<file path="src/rtl/lsu_pkg.sv">
// Shared encodings for the load/store memory access controller:
// access sizes, controller states and the default acknowledge timeout.
package lsu_pkg;

  typedef enum logic [1:0] {
    SZ_ILLEGAL = 2'b00,
    SZ_BYTE    = 2'b01,
    SZ_WORD    = 2'b10,
    SZ_DWORD   = 2'b11
  } size_e;

  typedef enum logic [1:0] {
    ST_IDLE = 2'b00,
    ST_REQ  = 2'b01,
    ST_DONE = 2'b10
  } state_e;

  localparam int TIMEOUT_DEFAULT = 16;

  // Words must sit on a 4-byte boundary, doublewords on an 8-byte one.
  function automatic logic access_legal(input logic [1:0] size, input logic [2:0] offset);
    logic ok;
    ok = 1'b0;
    case (size)
      SZ_BYTE:  ok = 1'b1;
      SZ_WORD:  ok = (offset[1:0] == 2'b00);
      SZ_DWORD: ok = (offset == 3'b000);
      default:  ok = 1'b0;
    endcase
    return ok;
  endfunction

endpackage

</file>
<file path="src/rtl/mem_access_ctrl_if.sv">
// Bundles for the controller: the CPU-facing load/store request side and the
// RAM-facing request/response side, each with master/slave views.
interface mem_access_ctrl_if;
  logic        start;
  logic        mem_write_en;
  logic [1:0]  size;
  logic [63:0] addr;
  logic [63:0] wdata;
  logic        busy;
  logic        done;
  logic        fault;
  logic [63:0] rdata;

  modport master (
    output start, mem_write_en, size, addr, wdata,
    input  busy, done, fault, rdata
  );

  modport slave (
    input  start, mem_write_en, size, addr, wdata,
    output busy, done, fault, rdata
  );
endinterface

interface mem_ram_if;
  logic        req;
  logic        we;
  logic [63:0] addr;
  logic [7:0]  be;
  logic [63:0] wdata;
  logic [63:0] rdata;
  logic        ack;

  modport master (
    output req, we, addr, be, wdata,
    input  rdata, ack
  );

  modport slave (
    input  req, we, addr, be, wdata,
    output rdata, ack
  );
endinterface

</file>
<file path="src/rtl/lane_align.sv">
// Combinational byte-lane steering between a right-justified CPU operand and
// the 64-bit RAM bus: byte enables, store shift and load extract/zero-extend.
module lane_align
  import lsu_pkg::*;
(
  input  logic [1:0]  size,
  input  logic [2:0]  offset,
  input  logic [63:0] wdata_in,
  input  logic [63:0] rdata_in,
  output logic [7:0]  byte_en,
  output logic [63:0] wdata_out,
  output logic [63:0] rdata_out
);

  logic [5:0]  shamt;
  logic [63:0] size_mask;
  logic [63:0] rd_shifted;

  assign shamt = {offset, 3'b000};

  always_comb begin
    byte_en   = 8'h00;
    wdata_out = wdata_in;
    size_mask = 64'h0;
    case (size)
      SZ_BYTE: begin
        byte_en   = 8'h01 << offset;
        wdata_out = wdata_in << shamt;
        size_mask = 64'h0000_0000_0000_00FF;
      end
      SZ_WORD: begin
        byte_en   = 8'h0F << offset;
        wdata_out = wdata_in << shamt;
        size_mask = 64'h0000_0000_FFFF_FFFF;
      end
      SZ_DWORD: begin
        byte_en   = 8'hFF;
        wdata_out = wdata_in;
        size_mask = 64'hFFFF_FFFF_FFFF_FFFF;
      end
      default: begin
        byte_en   = 8'h00;
        wdata_out = wdata_in;
        size_mask = 64'h0;
      end
    endcase
  end

  // Doublewords are always aligned, so the shift is zero for them.
  assign rd_shifted = rdata_in >> shamt;
  assign rdata_out  = rd_shifted & size_mask;

endmodule

</file>
<file path="src/rtl/mem_access_ctrl.sv">
// Load/store memory access controller: validates alignment, issues one RAM
// request per accepted access, waits up to TIMEOUT cycles for ram_ack.
module mem_access_ctrl
  import lsu_pkg::*;
#(
  parameter int TIMEOUT = TIMEOUT_DEFAULT
) (
  input  logic              clk,
  input  logic              rst_n,
  mem_access_ctrl_if.slave  cpu,
  mem_ram_if.master         ram
);

  localparam int WAIT_W = (TIMEOUT > 1) ? $clog2(TIMEOUT) : 1;
  localparam logic [WAIT_W-1:0] WAIT_LAST = WAIT_W'(TIMEOUT - 1);

  state_e            state_q, state_d;
  logic [WAIT_W-1:0] wait_q, wait_d;
  logic              fault_q, fault_d;
  logic [63:0]       rdata_q, rdata_d;
  logic [63:0]       addr_q, addr_d;
  logic [63:0]       wdata_q, wdata_d;
  logic [1:0]        size_q, size_d;
  logic              we_q, we_d;

  logic [7:0]        lane_be;
  logic [63:0]       lane_wdata;
  logic [63:0]       lane_rdata;
  logic              start_legal;

  // RAM-side lanes derive from the latched access, so they stay stable for
  // the whole request and read as zero straight out of reset.
  lane_align u_lane_align (
    .size      (size_q),
    .offset    (addr_q[2:0]),
    .wdata_in  (wdata_q),
    .rdata_in  (ram.rdata),
    .byte_en   (lane_be),
    .wdata_out (lane_wdata),
    .rdata_out (lane_rdata)
  );

  assign start_legal = access_legal(cpu.size, cpu.addr[2:0]);

  always_ff @(posedge clk or negedge rst_n) begin
    if (!rst_n) begin
      state_q <= ST_IDLE;
      wait_q  <= '0;
      fault_q <= 1'b0;
      rdata_q <= 64'h0;
      addr_q  <= 64'h0;
      wdata_q <= 64'h0;
      size_q  <= 2'b00;
      we_q    <= 1'b0;
    end else begin
      state_q <= state_d;
      wait_q  <= wait_d;
      fault_q <= fault_d;
      rdata_q <= rdata_d;
      addr_q  <= addr_d;
      wdata_q <= wdata_d;
      size_q  <= size_d;
      we_q    <= we_d;
    end
  end

  always_comb begin
    state_d = state_q;
    wait_d  = wait_q;
    fault_d = fault_q;
    rdata_d = rdata_q;
    addr_d  = addr_q;
    wdata_d = wdata_q;
    size_d  = size_q;
    we_d    = we_q;
    case (state_q)
      ST_IDLE: begin
        if (cpu.start) begin
          addr_d  = cpu.addr;
          wdata_d = cpu.wdata;
          size_d  = cpu.size;
          we_d    = cpu.mem_write_en;
          wait_d  = '0;
          if (start_legal) begin
            fault_d = 1'b0;
            state_d = ST_REQ;
          end else begin
            fault_d = 1'b1;
            state_d = ST_DONE;
          end
        end
      end
      ST_REQ: begin
        // An ack on the last allowed cycle still wins over the timeout.
        if (ram.ack) begin
          fault_d = 1'b0;
          state_d = ST_DONE;
          if (!we_q) begin
            rdata_d = lane_rdata;
          end
        end else if (wait_q == WAIT_LAST) begin
          fault_d = 1'b1;
          state_d = ST_DONE;
        end else begin
          wait_d = wait_q + WAIT_W'(1);
        end
      end
      ST_DONE: begin
        state_d = ST_IDLE;
      end
      default: begin
        state_d = ST_IDLE;
      end
    endcase
  end

  assign cpu.busy  = (state_q != ST_IDLE);
  assign cpu.done  = (state_q == ST_DONE);
  assign cpu.fault = fault_q;
  assign cpu.rdata = rdata_q;

  assign ram.req   = (state_q == ST_REQ);
  assign ram.we    = we_q;
  assign ram.addr  = {addr_q[63:3], 3'b000};
  assign ram.be    = lane_be;
  assign ram.wdata = lane_wdata;

endmodule

</file>
<file path="src/flat_wrapper.sv">
// flat-port wrapper written by rule: the top's interface ports become plain ports
module mem_access_ctrl_flat import lsu_pkg::*;
#(
  parameter int TIMEOUT = TIMEOUT_DEFAULT
)
  (clk, rst_n, cpu_start, cpu_mem_write_en, cpu_size, cpu_addr, cpu_wdata, cpu_busy, cpu_done, cpu_fault, cpu_rdata, ram_req, ram_we, ram_addr, ram_be, ram_wdata, ram_rdata, ram_ack);
  mem_access_ctrl_if cpu_i ();
  mem_ram_if ram_i ();
  input  logic clk;
  input  logic rst_n;
  input wire logic [$bits(cpu_i.start)-1:0] cpu_start;
  input wire logic [$bits(cpu_i.mem_write_en)-1:0] cpu_mem_write_en;
  input wire logic [$bits(cpu_i.size)-1:0] cpu_size;
  input wire logic [$bits(cpu_i.addr)-1:0] cpu_addr;
  input wire logic [$bits(cpu_i.wdata)-1:0] cpu_wdata;
  output wire logic [$bits(cpu_i.busy)-1:0] cpu_busy;
  output wire logic [$bits(cpu_i.done)-1:0] cpu_done;
  output wire logic [$bits(cpu_i.fault)-1:0] cpu_fault;
  output wire logic [$bits(cpu_i.rdata)-1:0] cpu_rdata;
  output wire logic [$bits(ram_i.req)-1:0] ram_req;
  output wire logic [$bits(ram_i.we)-1:0] ram_we;
  output wire logic [$bits(ram_i.addr)-1:0] ram_addr;
  output wire logic [$bits(ram_i.be)-1:0] ram_be;
  output wire logic [$bits(ram_i.wdata)-1:0] ram_wdata;
  input wire logic [$bits(ram_i.rdata)-1:0] ram_rdata;
  input wire logic [$bits(ram_i.ack)-1:0] ram_ack;
  assign cpu_i.start = cpu_start;
  assign cpu_i.mem_write_en = cpu_mem_write_en;
  assign cpu_i.size = cpu_size;
  assign cpu_i.addr = cpu_addr;
  assign cpu_i.wdata = cpu_wdata;
  assign cpu_busy = cpu_i.busy;
  assign cpu_done = cpu_i.done;
  assign cpu_fault = cpu_i.fault;
  assign cpu_rdata = cpu_i.rdata;
  assign ram_req = ram_i.req;
  assign ram_we = ram_i.we;
  assign ram_addr = ram_i.addr;
  assign ram_be = ram_i.be;
  assign ram_wdata = ram_i.wdata;
  assign ram_i.rdata = ram_rdata;
  assign ram_i.ack = ram_ack;
  mem_access_ctrl #(.TIMEOUT(TIMEOUT)) u_core (.clk(clk), .rst_n(rst_n), .cpu(cpu_i), .ram(ram_i));
endmodule
</file>
<file path="config.mk">
export PLATFORM = sky130hd
export DESIGN_NAME = mem_access_ctrl_flat
export DESIGN_NICKNAME = d
export VERILOG_FILES = /design/src/rtl/lsu_pkg.sv /design/src/rtl/mem_access_ctrl_if.sv /design/src/rtl/lane_align.sv /design/src/rtl/mem_access_ctrl.sv /design/src/flat_wrapper.sv
export SDC_FILE = /design/constraint.sdc
export NUM_CORES = 1
export LEC_CHECK = 0
export CAP_MARGIN = 20
export CORE_ASPECT_RATIO = 0.8
export CORE_MARGIN = 2
export CORE_UTILIZATION = 45
export CTS_CLUSTER_DIAMETER = 150
export DETAILED_ROUTE_END_ITERATION = 10
export PLACE_DENSITY = 0.8
export SYNTH_ARGS = -nofsm -noshare
export SYNTH_HDL_FRONTEND = slang
export SYNTH_SLANG_ARGS = --single-unit
</file>
<file path="constraint.sdc">
create_clock -name clk -period 2.9 [get_ports clk]
set_input_delay 0.29 -clock clk [delete_from_list [all_inputs] [get_ports clk]]
set_output_delay 0.29 -clock clk [all_outputs]
set_load 0.1 [all_outputs]
</file>
# After elaboration in Yosys (flattened, before gate mapping)
# Cells that the tools add are included.
# totals
ff_bits,202
inputBits,199
out_inout_bits,205
# classes
add_sub_neg,1
n_reduce_logical,11
bitwise,2
n_eq_ne,13
muxes,18
shifts,4
# op_table
op,n
$pmux W64 S3,1
$and A64 B64 Y64,1
$mux W64,1
$shl A64 B6 Y64,1
$shr A64 B6 Y64,1
$pmux W8 S3,1
$mux W4,3
$eq A2 B2 Y1 const B,5
$mux W2,4
$pmux W4 S2,1
$shl A1 B3 Y8 const A,1
$shl A4 B3 Y8 const A,1
$eq A2 B1 Y1 const B,3
$ne A2 B2 Y1 const B,3
$reduce_and A3 Y1,2
$add A4 B1 Y4 const B,1
$eq A4 B4 Y1 const B,1
$logic_not A2 Y1,2
$mux W1,4
$pmux W2 S2,1
$reduce_and A2 Y1,2
$reduce_and A4 Y1,1
$reduce_bool A2 Y1,2
$logic_not A3 Y1,1
5 further kinds,5

# Logic depth before layout (Yosys ltp)
# Gate-level depths: netlist of run 1.
# depth
ltp_word,5
mapped_depth,8
ltp_nobuf,6

# Hierarchy
# From an unflattened synthesis of run 1, not the netlist that was laid out.
# unflattened
cells_unflattened,1367
hier_area_um2,12204.2
# modules_own_cells
mod,n_inst,area_each_um2,seq_area_each_um2,cells_each
mem_access_ctrl,1,8493.1,5054.8,792
lane_align,1,3711.1,0.0,575

# Least setup slack after synthesis of run 1
# Ideal clock, no wire load.
# synth_timing
kind,register to output
from,register u_core.size_q[1]
to,output port ram_wdata[60]
required_time_ns,2.610
arrival_time_ns,3.631
stages_incl_launch_ff,8
path_slack_ns,-1.021
path_buffers,2
cell_sequence,dfrtp_1 > inv_1 > ha_1 > buf_2 > o21a_2 > clkbuf_1 > nor2_1 > a211oi_1
# synth_between
elab_chain_len,3
elab_cells_between_ends,4
# synth_rtl
item,line,rtl
start: declaration,mem_access_ctrl.sv:23,"logic [1:0] size_q, size_d;"
start signal: assignment,mem_access_ctrl.sv:62,size_q <= size_d;
$eq A2 B2 Y1 or $eq A2 B1 Y1 (tied branches),lane_align.sv:25,case (size)
$reduce_or A2 Y1 (no source line) (*),--,
$mux W64 (*),--,
end: declaration,flat_wrapper.sv:24,output wire logic [$bits(ram_i.wdata)-1:0] ram_wdata;
# Mark *: on every way between the ends. The rest lies on a longest branch, timed or not.

# Worst setup path in the final report of run 1
# layout_timing
from,register u_core.addr_q[0]
to,output port ram_wdata[62]
# layout_between
elab_chain_len,2
# layout_rtl
item,line,rtl
start: declaration,mem_access_ctrl.sv:21,"logic [63:0] addr_q, addr_d;"
start signal: assignment,mem_access_ctrl.sv:60,addr_q <= addr_d;
$shl A64 B6 Y64,"lane_align.sv:28, lane_align.sv:33",
$mux W64,--,
# No other way between the ends.

==> results.json, run 1 <==
{
  "gp_congestion": 0.933,
  "grt_first_pass_wirelength_um": 66300,
  "drc_errors": 0,
  "max-cap-violations": 0,
  "cts_root_buf": "clkbuf_16",
  "finalCriticalPeriod_ns": 2.82,
  "area_delta_synth_final_pct": 46.0,
  "worst_slew_pin_slew_ns": 1.16,
  "critical_path_arrival_ns": 2.53,
  "synth_area_leader_cell": "dfrtp_1",
  "ant_nets": 0,
  "ioPinCount": 404,
  "synthTopCellsByArea": "dfrtp_1 43%, nand2_1 14%, mux2i_1 7.2%",
  "clockBufferDepth": 3,
  "crit_required_ns": 2.61,
  "worst-path-max-fanout": 15,
  "yosysMostFrequentCell": "nand2_1",
  "drtIter0Drc": 879,
  "netlist.area_leader.share_pct": 43.2,
  "avgRoutedWirePerCell_um": 21.3,
  "die_w_um": 184,
  "seq_area_um2": 5060,
  "dp.cells": 2012,
  "synthFlopType": "dfrtp_1",
  "max_freq_ghz": 0.354,
  "detailed_place.area_um2": 16100,
  "routed_via_density": 5.48,
  "insertion_delay_ns": 0.53,
  "synth_cell_types": 55,
  "cp-start-kind": "flip-flop",
  "drv_slew": 0,
  "fin_cells": 2059,
  "firstDrtPassIters": 5,
  "antenna_found_initial": 1,
  "yosysSeqAreaShare_pct": 43.2,
  "fill_cells": 2031,
  "path_cells": "buf_8 > mux2i_1 > mux2i_1 > o22ai_1 > nor2_2 > buf_12",
  "cts_tree": "yes",
  "hold_violations": 0,
  "yosys_warnings": 0,
  "fin_nets": 1897,
  "skew_ns": 0.00923,
  "hpwl_um": 33000,
  "clk_pin_slew_worst_paths_ns": 0.06,
  "htree_num_levels": 1,
  "antenna_cells": 0,
  "layout_setup_ws_ns": 0.0790,
  "multi_input_area_um2": 5780,
  "ys_seq_elements": 202,
  "slowest_delay_ns": 0.63,
  "hold_path_class": "primary input to flip-flop",
  "synth_cells": 1387,
  "synth.avg_cell_area_um2": 8.43,
  "status": "finished, final reports clean",
  "end_kind": "output pin",
  "ys_top_cells_by_count": "428 x nand2_1, 202 x dfrtp_1, 84 x mux2i_1",
  "post-route-period-util_pct": 97.3,
  "start_util_pct": 46.0,
  "cts.sinks": 202,
  "path_class": "flip-flop to output pin",
  "grt_pass1_vias": 11200,
  "async_flop_share_pct": 100,
  "grt_max_degree": 81,
  "slowest_stage": "dfrtp_4",
  "routed_wl_um": 43900,
  "dr_total_vias": 11300,
  "drive_above_1_share_pct": 21.3,
  "portBuffers": 400,
  "stdcell_area_um2": 17100,
  "path_common_cell": "mux2i_1",
  "die_h_um": 148,
  "setup_viol": 0,
  "cp_num_buf_inv": 2,
  "die-area_um2": 27300,
  "crit_family": "flip-flops",
  "pre_cts_ws_ns": 0.338,
  "rsz0062_at_grt": "no",
  "rows": 52,
  "core_um2": 25400,
  "synth_edf_count": 0,
  "grt.overflow.total": 0,
  "grt_usage_pct": 31.4,
  "relSlewSlack_pct": 22.5,
  "syn-cell-area_um2": 11700,
  "numCtsBuffers": 24
}
worst paths after layout:
check / cells past startpoint / end / startpoint / slack (ns)
worst max-delay path: 6 / ram_wdata[62] / u_core.addr_q[0] / 0.08
max in group asynchronous: 3 / u_core.addr_q[1] / rst_n / 1.65
min in group asynchronous: 2 / u_core.wdata_q[27] / rst_n / 0.34
worst min register to register: 2 / u_core.addr_q[32] / u_core.addr_q[32] / 0.47
worst max register to register: 6 / u_core.cpu.rdata[8] / u_core.addr_q[0] / 0.43
worst min-delay path: 3 / u_core.addr_q[35] / cpu_addr[35] / 0.29
layer usage:
| layer | track usage [%] | vias to the layer above | part of all wire, % |
|---|---|---|---|
| li1 | - | 5205 | - |
| met1 | 43.2 | 5420 | 42 |
| met2 | 49.3 | 576 | 45 |
| met3 | 7.44 | 84 | 9.6 |
| met4 | 9.84 | 0 | 3.3 |
| met5 | 0 | - | 0 |
metrics by stage:
stage          utilization [%]  hold WS, ns  TNS (ns)
3_3_place_gp              63.2        0.338         0
6_report                  67.1        0.289         0
4_1_cts                   66.8        0.270         0
5_1_grt                   67.1        0.287         0
2_1_floorplan                -     -0.00559     -4.68
3_5_place_dp              63.2        0.334         0
worst reg2reg max path, cell delays in order, from the launching register on:
cell and delay [ns]:
dfrtp_4 0.63, buf_12 0.26, buf_4 0.56, mux2i_1 0.36, a2bb2oi_1 0.31, a211o_1 0.19, nand2_1 0.05
flip-flops by register name, indices dropped and copies added, names as in the netlist:
register / flops
u_core.addr_q: 64
u_core.cpu.rdata: 64
u_core.wdata_q: 64
u_core.wait_q: 4
u_core.size_q: 2
u_core.state_q: 2
u_core.cpu.fault: 1
u_core.ram.we: 1
cell families after synthesis:
logic type	count (synthesis)	share of synthesized area (%)
flops	202	43.2
xor+xnor	2	0.150
compound gates	293	16.3
buf+inv	195	9.59
simple gates	583	20.7
other cells	1	0.0321
mux	106	9.40
fa+ha+maj	5	0.535
layout by cell type, fill, tap and decap left out, types with 5 or more instances in the layout:
cell               n
nand2_1          426
dfrtp_1          199
clkdlybuf4s50_1  197
buf_4            163
mux2i_1           84
buf_12            77
o21ai_0           71
nor2_1            64
a21oi_1           49
inv_1             31
o22ai_1           29
clkbuf_16         24
nor2b_1           22
o21ai_1           21
a22o_1            20
mux2_2            17
a2bb2oi_1         13
nand3_1           12
a211o_1           12
nand2b_1          10
nor2_2            10
or2_0              9
o2bb2ai_1          9
o22a_1             8
or2_2              8
a31oi_2            8
a31oi_1            8
a21o_1             8
o31ai_1            8
o22ai_2            6
a211oi_4           6
bufinv_16          5
cell type report:
type / instances / area share (%)
Clock buffer: 30 / 3.89
Clock inverter: 11 / 1.16
Inverter: 31 / 0.682
Multi-Input combinational cell: 992 / 33.9
Sequential cell: 202 / 29.7
Tap cell: 351 / 2.57
Timing Repair Buffer: 442 / 28.1
repair_timing:
action	4_1_cts	5_1_grt
hold endpoints to repair	76	0
buffers inserted	1	4
hold buffers	1	0
setup endpoints to repair	44	34
resized for setup	8	5
Power of run 1 is left out: the tool's default activity adds up to more than one toggle a clock period on the data nets, which glitch-free logic cannot reach.
==> run 2: changes to the inputs <==
SKIP_CTS_REPAIR_TIMING = 1   (was not set)
==> results.json, run 2 (synthesis gave the netlist of run 1 again) <==
{
  "status": "finished, final reports clean",
  "drc_errors": 0,
  "portBuffers": 400,
  "grt.overflow.total": 0,
  "routed_via_density": 5.47,
  "rsz0062_at_grt": "no",
  "min_path_cells": 3,
  "stdcell_area_um2": 17100,
  "skew_ns": 0.00885,
  "layout_common_cells": "426 x nand2_1, 199 x dfrtp_1, 197 x clkdlybuf4s50_1",
  "end_kind": "output pin",
  "ioPinCount": 404,
  "finalCriticalPeriod_ns": 2.83,
  "utilization_pct": 67.2,
  "fill_cells": 2024,
  "gp_congestion": 0.933,
  "firstDrtPassIters": 6,
  "setup_viol": 0,
  "grt_max_degree": 81,
  "reg2reg_from": "u_core.addr_q[0]",
  "r2r-end": "u_core.cpu.rdata[8]",
  "cts_root_buf": "clkbuf_16",
  "path_class": "flip-flop to output pin",
  "grt_usage_pct": 31.2,
  "clk_pin_slew_worst_paths_ns": 0.06,
  "top_layer_used": "met4",
  "cts_tree": "yes",
  "final_common_cell": "nand2_1",
  "die-area_um2": 27300,
  "relSlewSlack_pct": 41.1,
  "worst-path-max-fanout": 26,
  "antenna_found_initial": 2,
  "die_w_um": 184,
  "avgRoutedWirePerCell_um": 21.3,
  "drv_slew": 0,
  "drive_above_1_share_pct": 21.2,
  "htree_num_levels": 1,
  "insertion_delay_ns": 0.53,
  "die_h_um": 148,
  "max-cap-violations": 0,
  "wl_met3_um": 4020,
  "worst_slew_pin_slew_ns": 0.883,
  "routed_wl_um": 43900,
  "numCtsBuffers": 24,
  "ff2ff_path_depth": 6,
  "cts.sinks": 202,
  "dr_total_vias": 11300,
  "crit_start": "u_core.addr_q[0]",
  "fin_nets": 1899,
  "crit_path_end": "ram_wdata[62]",
  "grt_first_pass_wirelength_um": 65800,
  "detailed_place.area_um2": 16100,
  "ff2ff_setup_slack_ns": 0.46,
  "critical_path_arrival_ns": 2.54,
  "start_util_pct": 46.0,
  "wl_met1_um": 18600,
  "core_um2": 25400,
  "post-route-period-util_pct": 97.6,
  "ant_nets": 0,
  "hold_path_class": "primary input to flip-flop",
  "hold_violations": 0,
  "rows": 52,
  "max_freq_ghz": 0.353,
  "area_delta_synth_final_pct": 46.2,
  "wl_met2_um": 19600,
  "grt_pass1_vias": 11100,
  "crit_required_ns": 2.61,
  "cp-start-kind": "flip-flop",
  "clockBufferDepth": 3,
  "drtIter0Drc": 920,
  "hpwl_um": 33000
}
==> run 2: worst min-delay path by stage <==
stage,start,endpoint,slack (ns)
2_1_floorplan,rst_n,u_core.addr_q[0],-0.006
3_3_place_gp,rst_n,u_core.wdata_q[10],0.34
3_5_place_dp,rst_n,u_core.wdata_q[9],0.33
4_1_cts,rst_n,u_core.wdata_q[28],-0.21
5_1_grt,cpu_addr[17],u_core.addr_q[17],0.29
6_report,cpu_addr[35],u_core.addr_q[35],0.29
==> run 2: area by class of cell <==
type	count	area [um^2]	share of cell area, %
multi-input combinational	992	5770	33.8
sequential	202	5060	29.6
timing repair buffer	444	4830	28.3
clock buffer	30	663	3.88
tap	351	439	2.57
clock inverter	11	198	1.16
inverter	31	116	0.681
antenna	1	2.50	0.0146
==> run 2: stage by stage <==
stage          std cells  setup slack (ns)  hold WS (ns)  TNS [ns]
3_3_place_gp        2012             0.399         0.338         0
4_1_cts             2053            -0.192        -0.209     -3.48
2_1_floorplan       1389            -0.581      -0.00559     -4.68
3_5_place_dp        2012             0.338         0.334         0
6_report            2062            0.0686         0.293         0
5_1_grt             2061            0.0224         0.287         0
==> run 2: routing by layer <==
layer  vias to the layer above  track usage [%]
met4                         0             10.2
met5                         -                0
met1                      5379             42.6
met3                        91             7.84
li1                       5214                -
met2                       595             48.9
==> run 2: worst max-delay path, stage by stage, from the launching register on <==
cell	delay, ns
dfrtp_4	0.63
buf_12	0.27
mux2i_1	0.37
mux2i_1	0.17
o22ai_1	0.28
nor2_2	0.10
buf_12	0.18
Power of run 2 is left out for the same reason.
